<file path="src/rtl/irq_onehot_arbiter.sv">
// Rising-edge interrupt capture with round-robin arbitration among unmasked pending bits.
// One grant is presented at a time as a registered one-hot vector with a valid/ack handshake.
module irq_onehot_arbiter #(
    parameter int N_REQ = 4
) (
    input  logic             clk,
    input  logic             rst_n,
    input  logic [N_REQ-1:0] req,
    input  logic [N_REQ-1:0] mask,
    input  logic             ack,
    output logic [N_REQ-1:0] grant_onehot,
    output logic             grant_valid,
    output logic [N_REQ-1:0] pending,
    output logic             lost,
    output logic             fsm_state
);

    localparam int PTR_W = (N_REQ > 1) ? $clog2(N_REQ) : 1;

    typedef enum logic {
        IDLE = 1'b0,
        HOLD = 1'b1
    } state_t;

    // Handshake: a grant is live while grant_valid=1; it is consumed on the rising
    // clock edge where grant_valid=1 and ack=1. ack with grant_valid=0 is ignored.

    state_t             state_q;
    logic [N_REQ-1:0]   req_q;
    logic [N_REQ-1:0]   pending_q, pending_d;
    logic [N_REQ-1:0]   grant_q;
    logic               valid_q;
    logic               lost_q, lost_d;
    logic [PTR_W-1:0]   rr_ptr_q;
    logic [PTR_W-1:0]   gidx_q;
    logic [PTR_W-1:0]   next_ptr;

    logic [N_REQ-1:0]   rise;
    logic [N_REQ-1:0]   acked;
    logic [N_REQ-1:0]   elig;
    logic [N_REQ-1:0]   win_oh;
    logic [PTR_W-1:0]   win_idx;
    logic [PTR_W-1:0]   idx_p;
    logic               found;

    always_comb begin
        rise      = req & ~req_q;
        acked     = (state_q == HOLD && ack) ? grant_q : '0;
        // A new edge on the bit being acked wins over the clear and is not a loss.
        pending_d = (pending_q & ~acked) | rise;
        lost_d    = lost_q | (|(rise & pending_q & ~acked));
        elig      = pending_q & mask;
    end

    always_comb begin
        win_oh  = '0;
        win_idx = '0;
        idx_p   = '0;
        found   = 1'b0;
        for (int k = 0; k < N_REQ; k++) begin
            idx_p = PTR_W'((int'(rr_ptr_q) + k) % N_REQ);
            if (!found && elig[idx_p]) begin
                found         = 1'b1;
                win_oh[idx_p] = 1'b1;
                win_idx       = idx_p;
            end
        end
    end

    assign next_ptr = (gidx_q == PTR_W'(N_REQ - 1)) ? '0 : gidx_q + PTR_W'(1);

    always_ff @(posedge clk or negedge rst_n) begin
        if (!rst_n) begin
            state_q   <= IDLE;
            req_q     <= '0;
            pending_q <= '0;
            grant_q   <= '0;
            valid_q   <= 1'b0;
            lost_q    <= 1'b0;
            rr_ptr_q  <= '0;
            gidx_q    <= '0;
        end else begin
            req_q     <= req;
            pending_q <= pending_d;
            lost_q    <= lost_d;
            case (state_q)
                IDLE: begin
                    if (|elig) begin
                        grant_q <= win_oh;
                        valid_q <= 1'b1;
                        gidx_q  <= win_idx;
                        state_q <= HOLD;
                    end
                end
                HOLD: begin
                    if (ack) begin
                        grant_q  <= '0;
                        valid_q  <= 1'b0;
                        rr_ptr_q <= next_ptr;
                        state_q  <= IDLE;
                    end
                end
                default: state_q <= IDLE;
            endcase
        end
    end

    assign grant_onehot = grant_q;
    assign grant_valid  = valid_q;
    assign pending      = pending_q;
    assign lost         = lost_q;
    assign fsm_state    = state_q;

endmodule

</file>
<file path="config.mk">
export PLATFORM = sky130hd
export DESIGN_NAME = irq_onehot_arbiter
export DESIGN_NICKNAME = d
export VERILOG_FILES = /design/src/rtl/irq_onehot_arbiter.sv
export SDC_FILE = /design/constraint.sdc
export NUM_CORES = 1
export LEC_CHECK = 0
export ABC_CLOCK_PERIOD_IN_PS = 2100
export BUFFER_PORTS_ARGS = -buffer_cell sky130_fd_sc_hd__buf_2
export CORE_MARGIN = 1
export CORE_UTILIZATION = 50
export CTS_CLUSTER_DIAMETER = 30
export DETAILED_ROUTE_END_ITERATION = 16
export PLACE_DENSITY = 0.75
export SETUP_SLACK_MARGIN = 0.4
export SKIP_LAST_GASP = 1
export SLEW_MARGIN = 20
export SYNTH_ARGS = -nofsm -noshare
export SYNTH_HDL_FRONTEND = slang
export SYNTH_SLANG_ARGS = --single-unit
</file>
<file path="constraint.sdc">
create_clock -name clk -period 2.1 [get_ports clk]
set_input_delay 0.315 -clock clk [delete_from_list [all_inputs] [get_ports clk]]
set_output_delay 0.315 -clock clk [all_outputs]
set_load 0.02 [all_outputs]
</file>
* Yosys cells after proc, flatten, opt, wreduce, memory -nomap -nowiden
Index checks and enable logic that the tools add are counted.
** Storage, ports and cells
- Bits in registers :: 19
** Cells by class
- Equality and inequality tests :: 3
- Add/subtract/negate cells :: 4
- Bitwise gates (word level) :: 13
- Muxes and demuxes :: 38
- Order comparisons :: 8
- Reduce and logical (&&, ||, !) cells :: 16
** Operators with widths (count)
- $mux W4 :: 7
- $and A4 B4 Y4 :: 5
- $or A4 B4 Y4 :: 4
- $mux W1 :: 15
- $lt A2 B3 Y1 const B :: 4
- $mux W2 :: 5
- $bmux W1 S2 :: 4
- $demux W1 S2 :: 4
- $ge A2 B1 Y1 const B :: 4
- $logic_and A1 B1 Y1 :: 8
- $not A4 Y4 :: 2
- $pmux W4 S2 :: 1
- $reduce_or A4 Y1 :: 2
- $reduce_and A2 Y1 :: 3
- $add A2 B1 Y2 const B :: 2
- $add A2 B2 Y2 const B :: 2
- $ne A2 B2 Y1 const B :: 2
- $pmux W1 S2 :: 2
- $logic_not A1 Y1 :: 3
- $eq A2 B2 Y1 const B :: 1
- $not A1 Y1 :: 1
- $or A1 B1 Y1 :: 1

* Depth between registers and ports, before layout
- Word-level depth :: 15
- Mapped depth :: 8

* Worst setup path before layout
OpenSTA, ideal clock, no wires.
- Path type :: reg-to-reg
- Start point :: register rr_ptr_q[0]
- End point :: register grant_q[0], in the netlist grant_onehot[0]
- Data required time :: 2.023 ns
- Path slack :: -0.034 ns
- Cell stages (with the launch flop) :: 8
- Arrival :: 2.056 ns
- Clock period less this slack :: 2.134 ns
- Path buffers :: 1
- Path through :: dfrtp_1 -> buf_4 -> inv_2 -> ha_1 -> or3b_4 -> a2111oi_4 -> o21ai_0 -> a21oi_1
** Between the ends
- Word-level cells in the longest chain between the ends :: 14
** Ends and longest elaborated chain
- start, declared :: line 34 : logic [PTR_W-1:0] rr_ptr_q;
- start signal, assigned :: line 99 : rr_ptr_q <= next_ptr;
- branches (longest 11 deep; another with $lt A2 B3 Y1)
- $mux W4 * :: line 62 : if (!found && elig[idx_p]) begin
- $mux W4 * :: line 88 : if (|elig) begin
- $pmux W4 S2 * :: line 86 : case (state_q)
- end signal, assigned :: line 89 : grant_q <= win_oh;
- end, declared :: line 31 : logic [N_REQ-1:0] grant_q;
Mark *: on every way between the ends. The select of a mux whose other input is x is not followed.
A chain may end at the register's enable or synchronous reset.

* Final worst setup path
- Start point :: register rr_ptr_q[0]
- End point :: register grant_q[2], in the netlist grant_onehot[2]
The elaborated chain is that of the path after synthesis.

==> metrics.csv <==
metric;value;unit
final WL;3.58;mm
pin count of the biggest net entering global routing;20;
Total GRT Usage;0.280;
nets;203;
DR iter-0 viols;43;
IO buf count;21;
ys flop type;dfrtp_1;
fin cells;212;
FF+latch count, synth;19;
drt via density;6.08;
detailed placement HPWL;2.48;mm
Placed Area;0.00150;mm²
Core Rows;18;
Die Y;52.9;µm
kind of critical path;reg -> reg;
core area;0.00245;mm²
crit start category;flop;
status;finished, final reports clean;
layout filler cell count;193;
number of global-route vias before repair;1224;
I/O pins;22;
gr ovfl total;0;
reg-to-reg setup timing slack;0.21;ns
sequential fraction of the synthesis area;0.366;
clock root buffer;clkbuf_4;
Post-synth EDFFs;0;
die area;0.00280;mm²
GP Congestion;0.967;
Worst Clk Skew;0.00425;ns
Avg WL per Cell;16.9;µm
post-route minimum period;1.89;ns
dpl cells;197;
RSZ-0062 raised after global routing;true;
Clk pin slew, worst setup/hold paths;0.11;ns
layout cell share with drive strength beyond 1;0.335;
worst path required time;2.32;ns
antenna cells;0;
CTS Sinks;19;
DRT antenna net count;0;
clock latency on the worst-skew pair;0.29;ns
Critical Path End Type;flop;
Crit Path Max Fanout;6;
# setup viols final;0;
CTS HTree Levels;1;
Max Slew Vio Count;0;
antenna violations before repair;0;
Hold Crit Class;in -> reg;
Netlist Area Pre-Place;0.00130;mm²
drt drc;0;
Initial Util;0.529;
normalized max-slew margin;0.689;
total power;0.00257;W
Critical Path Max Stage Delay;0.46;ns
Leak Pwr;0.744;nW
worst ir drop on vdd;980;µV
critical path cell sequence;inv_8 -> ha_4 -> buf_6 -> o21a_4 -> o32ai_4 -> buf_4 -> a221oi_2 -> a21oi_1;
routed vias;1290;
first-pass iteration count of the detailed router;4;
Tightest Pin Transition;0.466;ns
Mapped Avg Cell Area;9.07;µm²
post-route setup TNS;0;ns
Fin. Hold Viols;0;
syn nets;163;
Cell Pwr Density;1540;mW/mm²
Die W;52.9;µm
period utilization;0.902;
Max stage delay cell, worst path;dfrtp_2;
ys async rst share;1.00;
first-pass GRT wire length;5.62;mm
Core Util, Final;0.680;
clock buffer depth;2;
maximum clock frequency;528;MHz
CTS tree;yes;
maxcap violations;0;
Warnings, synthesis;0;
Final Cell Area;0.00167;mm²
WP data arrival;2.12;ns
Synth-to-Final Area Change;28.7;%
Post-Syn Instances;143;
Cell variety after synth;41;
CTS Buf Count;3;
-- routing by layer --
metal  GRT usage  share of wire
met4       0.127          0.016
met5           0              0
met3      0.0345          0.043
met1       0.362           0.45
met2       0.464           0.49
-- cell type report --
cell class / instances / area (µm²) / share of cell area
Timing Repair Buffer: 38 / 243 / 0.145
Sequential cell: 19 / 478 / 0.286
Clock buffer: 3 / 22.5 / 0.0135
Inverter: 15 / 63.8 / 0.0382
Tap cell: 30 / 37.5 / 0.0225
Clock inverter: 1 / 5.00 / 0.00300
Multi-Input combinational cell: 106 / 821 / 0.491
-- worst paths after layout --
check / startpoint / endpoint / depth (start not counted)
hold reg to reg: req_q[2] / pending[2] / 1
min in group asynchronous: rst_n / gidx_q[1] / 2
max in group asynchronous: rst_n / rr_ptr_q[0] / 2
hold / removal: req[2] / req_q[2] / 1
setup / recovery: rr_ptr_q[0] / grant_onehot[2] / 8
setup reg to reg: rr_ptr_q[0] / grant_onehot[2] / 8
-- synthesized netlist by cell type (2+ instances only) --
cell type,instances,share of area
nand2_1,5,0.014
a211oi_1,3,0.017
nor2_1,3,0.0087
and3_1,3,0.014
mux2i_1,2,0.015
o21a_1,3,0.017
nand2_2,2,0.0096
nand3_1,4,0.015
ha_1,9,0.087
or3_1,3,0.014
inv_1,14,0.041
nor3_1,3,0.012
a221oi_1,4,0.027
a21boi_0,2,0.012
o21ai_0,30,0.12
dfrtp_1,19,0.37
nand4_1,2,0.0096
a21oi_1,9,0.035
-- where the power goes --
group | switching, W | internal [W]
clock network | 0.000112 | 0.0000709
logic | 0.000989 | 0.000790
registers | 0.000125 | 0.000487
total | 0.00123 | 0.00135
-- sequential cells by signal, summed over array words and instances, names as in the netlist --
register / cells
grant_onehot: 4
grant_valid: 1
gidx_q: 2
pending: 4
req_q: 4
rr_ptr_q: 2
fsm_state: 1
lost: 1
-- through the flow --
stage,hold WS (ns),worst slack (ns)
after floorplan,0.0194,0.199
after global placement,0.268,0.165
after global routing,0.117,0.118
after CTS,0.125,0.169
after detailed placement,0.268,0.125
final,0.129,0.206
-- cell usage in the layout (no fill, tap or decap), types with 2 or more instances in the layout --
cell / n
inv_1: 13
dfrtp_2: 2
clkbuf_4: 3
nand3_1: 3
o21a_1: 2
o21ai_0: 22
a21oi_1: 9
and3_1: 3
a221oi_2: 4
buf_6: 2
dfrtp_1: 17
o21ai_1: 8
mux2i_1: 2
a211oi_1: 3
nor3_1: 3
buf_4: 14
nand2_1: 5
or3_1: 3
ha_1: 8
nor2_1: 3
buf_2: 21
nand4_1: 2
a21boi_0: 2
nand2_2: 2
-- cell families after synthesis --
group	share of synthesized area
simple gates	0.139
buf+inv	0.0559
mux	0.0444
flops	0.366
fa+ha+maj	0.0868
compound gates	0.308
-- worst max-delay path, delay by kind of cell (launching register included) --
family / cells / cell delay, ns
AO/OA/AOI/OAI: 4 / 0.77
adder cells (fa/ha/maj): 1 / 0.22
buffers and inverters: 3 / 0.38
flip-flops: 1 / 0.46
-- timing repair --
action / 4_1_cts / 5_1_grt
endpoints found under the hold margin: 19 / 0
hold buffers: 1 / 0
setup buffers: 6 / 4
gates resized for setup: 4 / 12
pin swaps: 12 / 16
endpoints found under the setup margin: 5 / 5
Power figures use the tool's default switching activity.
